`config.mk`:
```
export PLATFORM = sky130hd
export DESIGN_NAME = chk_lfsr16
export DESIGN_NICKNAME = d
export VERILOG_FILES = /design/src/rtl/saxis_chk_pkg.sv /design/src/rtl/chk_lfsr16.sv
export SDC_FILE = /design/constraint.sdc
export NUM_CORES = 1
export LEC_CHECK = 0
export ABC_CLOCK_PERIOD_IN_PS = 820
export BUFFER_PORTS_ARGS = -buffer_cell sky130_fd_sc_hd__buf_4
export CAP_MARGIN = 25
export CORE_AREA = 3 3 40 42
export CTS_CLUSTER_DIAMETER = 80
export DETAILED_ROUTE_END_ITERATION = 6
export DIE_AREA = 0 0 43 45
export GPL_TIMING_DRIVEN = 1
export PLACE_DENSITY = 0.63
export SKIP_LAST_GASP = 1
export SLEW_MARGIN = 20
export SYNTH_ARGS = -nofsm -noshare
export SYNTH_HDL_FRONTEND = slang
export SYNTH_SLANG_ARGS = --single-unit
export TNS_END_PERCENT = 5
```
`constraint.sdc`:
```
create_clock -name clk -period 0.82 [get_ports clk]
set_clock_uncertainty 0.05 [all_clocks]
set_input_delay 0.205 -clock clk [delete_from_list [all_inputs] [get_ports clk]]
set_output_delay 0.205 -clock clk [all_outputs]
set_load 0.01 [all_outputs]
```
`src/rtl/saxis_chk_pkg.sv`:
```
`default_nettype none
// ============================================================================
// Module   : saxis_chk_pkg
// Purpose  : Shared definitions for the AXI-Stream frame checker: FSM state
//            encoding, err_flags bit positions and the back-pressure LFSR
//            seed, taps and next-state helper.
// Ports    : none (package)
// Revision : 1.0 - initial release
// ============================================================================
package saxis_chk_pkg;

  // Checker FSM: hunting for start-of-frame, or tracking a locked frame.
  typedef enum logic [0:0] {
    WAIT_SOF = 1'b0,
    IN_FRAME = 1'b1
  } chk_state_e;

  // Bit positions inside err_flags.
  localparam int ERR_DATA         = 0;
  localparam int ERR_EARLY_LAST   = 1;
  localparam int ERR_MISSING_LAST = 2;
  localparam int ERR_SOF          = 3;

  // 16-bit Fibonacci LFSR, polynomial taps 16,14,13,11. With a right-shifting
  // register those taps land on state bits 0,2,3,5; their XOR is fed back
  // into bit 15.
  localparam logic [15:0] LFSR_SEED = 16'hACE1;
  localparam logic [15:0] LFSR_TAPS = 16'h002D;

  function automatic logic [15:0] lfsr_next(input logic [15:0] cur);
    return {^(cur & LFSR_TAPS), cur[15:1]};
  endfunction

endpackage
`default_nettype wire

```
`src/rtl/chk_lfsr16.sv`:
```
`default_nettype none
// ============================================================================
// Module   : chk_lfsr16
// Purpose  : Free-running 16-bit Fibonacci LFSR used to create pseudo-random
//            back-pressure on the checker's TREADY.
// Ports    : clk   - clock (rising edge)
//            rst   - synchronous active-high reset, loads LFSR_SEED
//            state - current LFSR contents
// Revision : 1.0 - initial release
// ============================================================================
module chk_lfsr16
  import saxis_chk_pkg::*;
(
  input  logic        clk,
  input  logic        rst,
  output logic [15:0] state
);

  always_ff @(posedge clk) begin
    if (rst) begin
      state <= LFSR_SEED;
    end else begin
      state <= lfsr_next(state);
    end
  end

endmodule
`default_nettype wire

```
=== Yosys cells after proc, flatten, opt, wreduce, memory -nomap -nowiden ===
Index checks and enable logic that the tools add are counted.

* Register bits after elaboration: 16
* Word-level logic and storage cells: 2

* Reductions and logical operators: 1

{| class="wikitable"
|+ Operators with widths
! cell !! count
|-
| $reduce_xor 16->1 || 1
|}

=== Longest topological paths before layout ===
Gate-level depths: netlist (run 1).

* Depth after elaboration: 1
* Mapped depth: 3

=== Worst setup path before layout (run 1) ===
No wires, ideal clock.

* Path type: reg2reg
* Start point: register state[2]
* End point: register state[15]
* Arrival: 0.739 ns
* Data required time: 0.653 ns
* Path slack: -0.086 ns
* Stages on the path, launching flop included: 4
* Path buffers: 0
* Cell sequence: dfxtp_1 > xor2_1 > xnor2_1 > nand2b_1

* Longest elaborated chain between the ends: 1

{| class="wikitable"
|+ RTL lines
! what !! line !! RTL
|-
| start, declared || chk_lfsr16.sv:16 || <nowiki>output logic [15:0] state</nowiki>
|-
| start signal, assigned || chk_lfsr16.sv:23 || <nowiki>state <= lfsr_next(state);</nowiki>
|-
| $reduce_xor 16->1 || saxis_chk_pkg.sv:31 || <nowiki>return {^(cur & LFSR_TAPS), cur[15:1]};</nowiki>
|}

No other way between the ends.
A chain may end at the register's enable or synchronous reset.

=== Worst setup path after layout (run 1) ===
* Start point: register state[3]
* End point: output state[3]

No word-level cell between the ends.

==> flow_summary_export.csv, run 1 <==
group,metric,value,unit
timing,hold_viol,0,
synthesis,yosysTopAreaCell,"dfxtp_1",
floorplan,start_util,35.6,%
synthesis,synth.top_cell.area_share,69.9,%
clocking,cts.path.max_buffers,2,
synthesis,syn_avg_cell_area,12.7,µm²
worst_setup_path,reg2reg_from,"state[2]$_SDFF_PP0_",
worst_setup_path,cp-end-kind,"output port",
clocking,insertion_delay,0.28,ns
timing,min_period_over_period,132,%
global_routing,grt_pass1_vias,310,
worst_setup_path,crit_start,"state[3]$_SDFF_PP0_",
clocking,htreeDepth,1,
detailed_routing,drt_pass1_iterations,3,
run_status,outcome,"finished with violations",
worst_setup_path,worstPathRequired,0.56,ns
timing,slew_headroom,88.7,%
power,leakagePower,0.324,nW
run_status,violations,"setup timing",
clocking,cts_buffers,3,
clocking,root_buffer,"clkbuf_4",
worst_setup_path,crit_fanout,2,
place,port_buffers,17,
detailed_routing,drt-initial-drc-count,1,
timing,rsz0062_at_grt,"true",
clocking,path_clk_slew,0.09,ns
power,power_density,2200,mW/mm²
place,preCtsSetupSlack,-0.0438,ns
timing,timing.final.ws_setup,-0.263,ns
final_layout,antenna_cells,0,
detailed_routing,postRouteAntennaNets,0,
place,dp_cells,71,
synthesis,syn-num-nets,38,
final_layout,top_regs,"state (16)",
floorplan,io_pins,18,
timing,tightest_slew,0.168,ns
worst_hold_path,hp-class,"in2reg",
timing,setup_viol,17,
floorplan,die_y,45,µm
power,ir_worst_vdd,0.992,mV
timing,fmax,923,MHz
detailed_routing,wl_per_cell,10.2,µm
floorplan,row_count,13,
final_layout,syn_to_final_growth,54.9,%
final_layout,layout_common_cells,"18 x buf_4, 12 x dfxtp_1, 8 x nor2b_1",
synthesis,synthTopCellsByArea,"dfxtp_1 70%, nor2b_1 11%, or2_1 9.6%",
detailed_routing,routed_wl,795,µm
worst_setup_path,crit_end,"state[3]",
worst_setup_path,cp-start-kind,"flip-flop",
worst_setup_path,r2r_cells,4,
final_layout,nets,66,
power,p_total,1.56,mW
final_layout,n_fill_cell,114,
global_routing,grt_usage,9.49,%
synthesis,ys_seq_elements,16,
timing,slew_viol_final,0,
place,routabilityCongestion,0.684,
place,hpwl,527,µm
clocking,cts_hold_buffers,0,
final_layout,drive_gt1_share,50.8,%
clocking,clkSinkCount,16,
worst_setup_path,critical_path_class,"reg2out",
clocking,cts_tree,"built",
synthesis,synthDistinctLibCells,7,
global_routing,antenna_found_initial,0,
detailed_routing,vias,318,
final_layout,regMostFlops,"state",
global_routing,grt_pass1_wl,1280,µm
synthesis,synth_area,458,µm²
worst_setup_path,r2r-end,"state[15]$_SDFF_PP1_",
place,dpl_cell_area,628,µm²
final_layout,stdcell_area,709,µm²
run,cap_violations,0,
floorplan,die_w,43,µm
synthesis,syn_inst,36,
global_routing,grt_max_degree,14,
final_layout,fin_cells,78,
final_layout,final_common_cell,"buf_4",
worst_setup_path,worstPathArrival,0.83,ns
synthesis,yosysWarnings,0,
final_layout,finish.utilization,55.2,%
final_layout,largest_reg_flops,16,
timing,tns,-3.12,ns
timing,hold_ws,0.120,ns
floorplan,coreArea,0.00128,mm²
detailed_routing,vias_per_cell,4.08,
worst_setup_path,ff2ff_setup_slack,-0.15,ns
timing,final.min_clock_period,1.08,ns
global_routing,grt-ovfl-total,0,
detailed_routing,drc_errors,0,
synthesis,ys_seq_area_share,69.9,%
floorplan,die-area,0.00194,mm²
## routing by layer
metal / GRT usage (%) / up-vias / share of wire (%)
li1: - / 163 / -
met1: 10.4 / 145 / 44
met2: 15.0 / 10 / 48
met3: 2.39 / 0 / 7.7
met4: 9.04 / 0 / 0
met5: 0 / - / 0
## area by class of cell
cell class / count / area, µm² / area share, %
timing repair buffer: 24 / 203 / 28.6
clock buffer: 4 / 36.3 / 5.11
multi-input combinational: 19 / 126 / 17.8
sequential: 16 / 325 / 45.9
tap: 15 / 18.8 / 2.65
## worst min-delay path by stage
stage	start	end	slack, ns	depth (start not counted)
floorplan	rst	state[2]$_SDFF_PP0_	0.22	1
global placement	state[8]$_SDFF_PP0_	state[7]$_SDFF_PP1_	0.37	1
detailed placement	state[12]$_SDFF_PP0_	state[11]$_SDFF_PP1_	0.37	1
CTS	rst	state[12]$_SDFF_PP0_	0.11	2
global route	rst	state[1]$_SDFF_PP0_	0.13	2
finish	rst	state[12]$_SDFF_PP0_	0.12	2
## critical path, stage by stage, from the launching register on
cell	delay (ns)
dfxtp_2	0.33
buf_6	0.11
buf_6	0.11
## synthesized netlist by cell type
library cell  instances
xor2_1                2
buf_6                 1
nor2b_1               8
dfxtp_1              16
or2_1                 7
xnor2_1               1
nand2b_1              1
## power breakdown
part / switching [mW] / total, mW / internal [mW]
clock: 0.235 / 0.505 / 0.270
combinational: 0.0774 / 0.199 / 0.122
sequential: 0.0255 / 0.857 / 0.832
total: 0.338 / 1.56 / 1.22
## logic make-up (layout without fill, tap and decap cells)
logic type | Yosys count | after routing | synth area share (%)
buf+inv | 1 | 28 | 2.46
flops | 16 | 16 | 69.9
xor+xnor | 3 | 3 | 5.74
simple gates | 16 | 16 | 21.9
## timing repair
action / 4_1_cts / 5_1_grt
endpoints found under the hold margin: 0 / 0
endpoints found under the setup margin: 17 / 17
buffers inserted: 3 / 0
gates resized for setup: 6 / 0
No activity file was read; power rests on OpenSTA's default activity.
==> run 2: changes to the inputs <==
--- a/config.mk
+++ b/config.mk
@@ -5,7 +5,7 @@
 export SDC_FILE = /design/constraint.sdc
 export NUM_CORES = 1
 export LEC_CHECK = 0
-export ABC_CLOCK_PERIOD_IN_PS = 820
+export ABC_CLOCK_PERIOD_IN_PS = 1000
 export BUFFER_PORTS_ARGS = -buffer_cell sky130_fd_sc_hd__buf_4
 export CAP_MARGIN = 25
 export CORE_AREA = 3 3 40 42
@@ -13,7 +13,7 @@
 export DETAILED_ROUTE_END_ITERATION = 6
 export DIE_AREA = 0 0 43 45
 export GPL_TIMING_DRIVEN = 1
-export PLACE_DENSITY = 0.63
+export PLACE_DENSITY = 0.61
 export SKIP_LAST_GASP = 1
 export SLEW_MARGIN = 20
 export SYNTH_ARGS = -nofsm -noshare
==> constraint.sdc (replaced) <==
create_clock -name clk -period 1 [get_ports clk]
set_clock_uncertainty 0.05 [all_clocks]
set_input_delay 0.25 -clock clk [delete_from_list [all_inputs] [get_ports clk]]
set_output_delay 0.25 -clock clk [all_outputs]
set_load 0.01 [all_outputs]
==> flow_summary_export.csv, run 2 (synthesis gave the netlist of run 1 again) <==
group,metric,value,unit
run_status,outcome,"finished with violations",
run_status,violations,"setup timing",
worst_setup_path,path_cells,"buf_6",
power,combinationalPowerShare,13.9,%
timing,min_period_over_period,103,%
global_routing,antenna_found_initial,0,
clocking,cts_hold_buffers,0,
clocking,path_clk_slew,0.09,ns
power,power_density,1730,mW/mm²
clocking,insertion_delay,0.28,ns
final_layout,n_fill_cell,114,
worst_hold_path,hp-class,"in2reg",
final_layout,largest_reg_flops,16,
timing,setup_viol,17,
detailed_routing,wl_met2,391,µm
place,hpwl,499,µm
final_layout,fin_cells,75,
worst_setup_path,critPathSlowestCell,"dfxtp_2",
worst_setup_path,cp-start-kind,"flip-flop",
detailed_routing,drt_pass1_iterations,2,
final_layout,layout_common_cells,"17 x buf_6, 16 x dfxtp_2, 8 x nor2b_1",
global_routing,grt-ovfl-total,0,
global_routing,grt_max_degree,17,
floorplan,start_util,35.6,%
power,ir_worst_vdd,1.00,mV
power,leakagePower,0.324,nW
worst_setup_path,crit_family,"flip-flops",
power,swShare,21.8,%
final_layout,drive_gt1_share,71.7,%
detailed_routing,drt-met1-wl,370,µm
floorplan,die_w,43,µm
place,dp_cells,67,
floorplan,die-area,0.00194,mm²
detailed_routing,vias_per_cell,4.20,
clocking,cts_buffers,3,
global_routing,grt_pass1_vias,336,
power,p_total,1.31,mW
detailed_routing,routed_wl,851,µm
worst_setup_path,crit_path_max_incr_delay,0.34,ns
clocking,root_buffer,"clkbuf_4",
clocking,clkSinkCount,16,
worst_setup_path,worstPathRequired,0.70,ns
power,p_clk_share,31.5,%
power,intPower,1.03,mW
final_layout,syn_to_final_growth,65.6,%
detailed_routing,postRouteAntennaNets,0,
final_layout,antenna_cells,0,
place,port_buffers,17,
timing,tightest_slew,0.137,ns
detailed_routing,topRoutingLayerUsed,"met4",
timing,tns,-0.391,ns
detailed_routing,drc_errors,0,
timing,fmax,974,MHz
timing,slew_headroom,90.8,%
run,cap_violations,0,
floorplan,coreArea,0.00128,mm²
power,seq_power_share,54.6,%
global_routing,grt_pass1_wl,1420,µm
timing,final.min_clock_period,1.03,ns
final_layout,nets,63,
timing,slew_viol_final,0,
global_routing,grt_usage,10.6,%
timing,rsz0062_at_grt,"true",
timing,hold_viol,0,
detailed_routing,vias,315,
clocking,cts_tree,"built",
place,routabilityCongestion,0.637,
detailed_routing,wl_met3,64,µm
detailed_routing,drt-initial-drc-count,1,
worst_setup_path,cp-end-kind,"output port",
worst_setup_path,crit_fanout,2,
clocking,htreeDepth,1,
floorplan,die_y,45,µm
worst_setup_path,worstPathArrival,0.73,ns
final_layout,regMostFlops,"state",
place,preCtsSetupSlack,0.0951,ns
worst_setup_path,critical_path_class,"reg2out",
clocking,cts.path.max_buffers,2,
power,switchingPower,0.287,mW
floorplan,io_pins,18,
worst_setup_path,path_buf_inv,1,
detailed_routing,wl_per_cell,11.3,µm
floorplan,row_count,13,
final_layout,final_common_cell,"buf_6",
timing,timing.final.ws_setup,-0.0271,ns
final_layout,top_regs,"state (16)",
## run 2: through the flow
stage	cell area [µm²]	hold WS, ns	utilization [%]
finish	758	0.177	59.0
global placement	593	0.369	46.2
global route	758	0.187	59.0
floorplan	458	0.272	-
detailed placement	593	0.375	46.2
CTS	739	0.168	57.5
## run 2: final timing paths
check	start	end	slack, ns	cells after the start
setup / recovery	state[3]$_SDFF_PP0_	state[3]	-0.03	1
hold / removal	rst	state[9]$_SDFF_PP0_	0.18	2
setup reg to reg	state[5]$_SDFF_PP1_	state[15]$_SDFF_PP1_	-0.02	4
hold reg to reg	state[8]$_SDFF_PP0_	state[7]$_SDFF_PP1_	0.40	1
## run 2: layout make-up
type | instances | area, µm² | share of cell area (%)
Tap cell | 15 | 18.8 | 2.48
Clock buffer | 4 | 36.3 | 4.79
Sequential cell | 16 | 340 | 44.9
Timing Repair Buffer | 21 | 221 | 29.2
Multi-Input combinational cell | 19 | 141 | 18.6
## run 2: what timing repair did
action / in CTS / in global routing
endpoints found under the setup margin: 16 / 17
pin swaps: 0 / 1
setup buffers: 4 / 0
endpoints found under the hold margin: 0 / 0
resized for setup: 32 / 3
## run 2: power by group through the flow
| stage | Combinational, mW | Clock, mW | Sequential, mW |
|---|---|---|---|
| after floorplan | 0.0429 | 0 | 0.736 |
| after global placement | 0.136 | 0 | 0.718 |
| after detailed placement | 0.138 | 0 | 0.716 |
| after CTS | 0.177 | 0.429 | 0.717 |
| after global routing | 0.196 | 0.460 | 0.725 |
| final | 0.183 | 0.414 | 0.718 |
## run 2: per-layer routing
metal	up-vias	track usage, %
met5	-	0
met4	0	7.23
met3	5	4.78
met2	13	15.6
met1	144	12.3
li1	153	-
==> run 3: changes to the inputs <==
--- a/config.mk
+++ b/config.mk
@@ -13,7 +13,8 @@
 export DETAILED_ROUTE_END_ITERATION = 6
 export DIE_AREA = 0 0 43 45
 export GPL_TIMING_DRIVEN = 1
-export PLACE_DENSITY = 0.61
+export PLACE_DENSITY_LB_ADDON = 0.1
+export SETUP_SLACK_MARGIN = 0.05
 export SKIP_LAST_GASP = 1
 export SLEW_MARGIN = 20
 export SYNTH_ARGS = -nofsm -noshare
==> flow_summary_export.csv, run 3 (synthesis gave the netlist of run 1 again) <==
group,metric,value,unit
global_routing,grt_usage,9.50,%
worst_setup_path,worstPathArrival,0.74,ns
clocking,cts_tree,"built",
clocking,cts_hold_buffers,0,
run_status,violations,"setup timing",
final_layout,n_fill_cell,124,
clocking,htreeDepth,1,
detailed_routing,drt-met1-wl,335,µm
place,hpwl,564,µm
final_layout,regMostFlops,"state",
final_layout,largest_reg_flops,16,
worst_hold_path,hp-class,"in2reg",
power,ir_worst_vdd,0.699,mV
detailed_routing,wl_met2,395,µm
worst_setup_path,path_buf_inv,1,
worst_setup_path,cp-end-kind,"output port",
clocking,insertion_delay,0.28,ns
clocking,cts.path.max_buffers,2,
global_routing,grt_max_degree,17,
final_layout,antenna_cells,0,
detailed_routing,vias_per_cell,4.28,
detailed_routing,wl_met3,55,µm
detailed_routing,drc_errors,0,
floorplan,coreArea,0.00128,mm²
floorplan,die_y,45,µm
global_routing,grt_pass1_vias,318,
power,leakagePower,0.310,nW
final_layout,nets,63,
worst_setup_path,crit_family,"flip-flops",
detailed_routing,vias,317,
timing,slew_viol_final,0,
final_layout,finish.utilization,56.0,%
worst_setup_path,crit_fanout,2,
timing,hold_ws,0.173,ns
timing,final.min_clock_period,1.04,ns
timing,slew_headroom,87.8,%
clocking,root_buffer,"clkbuf_4",
detailed_routing,topRoutingLayerUsed,"met4",
detailed_routing,drt-initial-drc-count,1,
floorplan,die-area,0.00194,mm²
timing,hold_viol,0,
clocking,cts_buffers,3,
power,power_density,1680,mW/mm²
timing,min_period_over_period,104,%
floorplan,io_pins,18,
detailed_routing,wl_per_cell,10.8,µm
global_routing,grt-ovfl-total,0,
final_layout,syn_to_final_growth,57.1,%
final_layout,multiInputGateArea,134,µm²
worst_setup_path,critical_path_class,"reg2out",
place,preCtsSetupSlack,0.0783,ns
worst_setup_path,critPathSlowestCell,"dfxtp_2",
worst_setup_path,cp-start-kind,"flip-flop",
clocking,path_clk_slew,0.09,ns
timing,tightest_slew,0.182,ns
worst_setup_path,path_cells,"buf_6",
run,cap_violations,0,
global_routing,antenna_found_initial,0,
final_layout,layout_common_cells,"14 x dfxtp_2, 13 x buf_6, 8 x nor2b_1, 8 x buf_4, 7 x or2_1",
timing,rsz0062_at_grt,"true",
floorplan,start_util,35.6,%
detailed_routing,postRouteAntennaNets,0,
final_layout,final_common_cell,"dfxtp_2",
floorplan,die_w,43,µm
timing,timing.final.ws_setup,-0.0354,ns
global_routing,grt_pass1_wl,1300,µm
place,dp_cells,67,
timing,fmax,966,MHz
final_layout,fin_cells,74,
floorplan,row_count,13,
worst_setup_path,reg2reg_from,"state[5]$_SDFF_PP1_",
worst_setup_path,crit_start,"state[15]$_SDFF_PP1_",
detailed_routing,drt_pass1_iterations,4,
clocking,clkSinkCount,16,
final_layout,register_area,338,µm²
timing,setup_viol,17,
worst_setup_path,crit_path_max_incr_delay,0.35,ns
final_layout,top_regs,"state (16)",
final_layout,drive_gt1_share,66.1,%
detailed_routing,routed_wl,802,µm
worst_hold_path,min_from,"rst",
place,routabilityCongestion,0.692,
worst_setup_path,worstPathRequired,0.70,ns
place,port_buffers,17,
run_status,outcome,"finished with violations",
-- run 3: changes by cell type in the layout (fill, tap and decap cells not counted), sizes merged --
cell,previous run,this run
clkbuf,4,3
-- run 3: final timing paths --
| check | slack, ns | endpoint | cells after the start |
|---|---|---|---|
| max | -0.04 | state[15] | 1 |
| min reg2reg | 0.38 | state[6]$_SDFF_PP1_ | 1 |
| min | 0.17 | state[1]$_SDFF_PP0_ | 2 |
| max reg2reg | -0.02 | state[15]$_SDFF_PP1_ | 4 |
-- run 3: stage by stage --
step                setup TNS, ns  total power [mW]  cell area (µm²)
global route               -0.877              1.26              719
CTS                        -0.538              1.22              701
finish                     -0.379              1.21              719
detailed placement              0             0.857              593
global placement                0             0.853              593
floorplan                       0             0.779              458
-- run 3: timing repair --
item | in CTS | in global routing
hold endpoints to repair | 0 | 0
setup buffers | 4 | 0
resized for setup | 22 | 6
cloned | 0 | 0
endpoints found under the setup margin | 16 | 17
-- run 3: area by class of cell --
class | instances | share of cell area (%)
Sequential cell | 16 | 47.0
Timing Repair Buffer | 21 | 28.7
Multi-Input combinational cell | 19 | 18.6
Clock buffer | 3 | 3.13
Tap cell | 15 | 2.61
-- run 3: report_power, final --
part	switching (mW)	internal, mW
combinational	0.0626	0.109
sequential	0.0279	0.688
clock	0.183	0.140
total	0.274	0.937
-- run 3: layer usage --
metal	up-vias	GRT usage, %
li1	154	-
met1	150	11.4
met2	11	14.7
met3	2	3.59
met4	0	5.42
met5	-	0
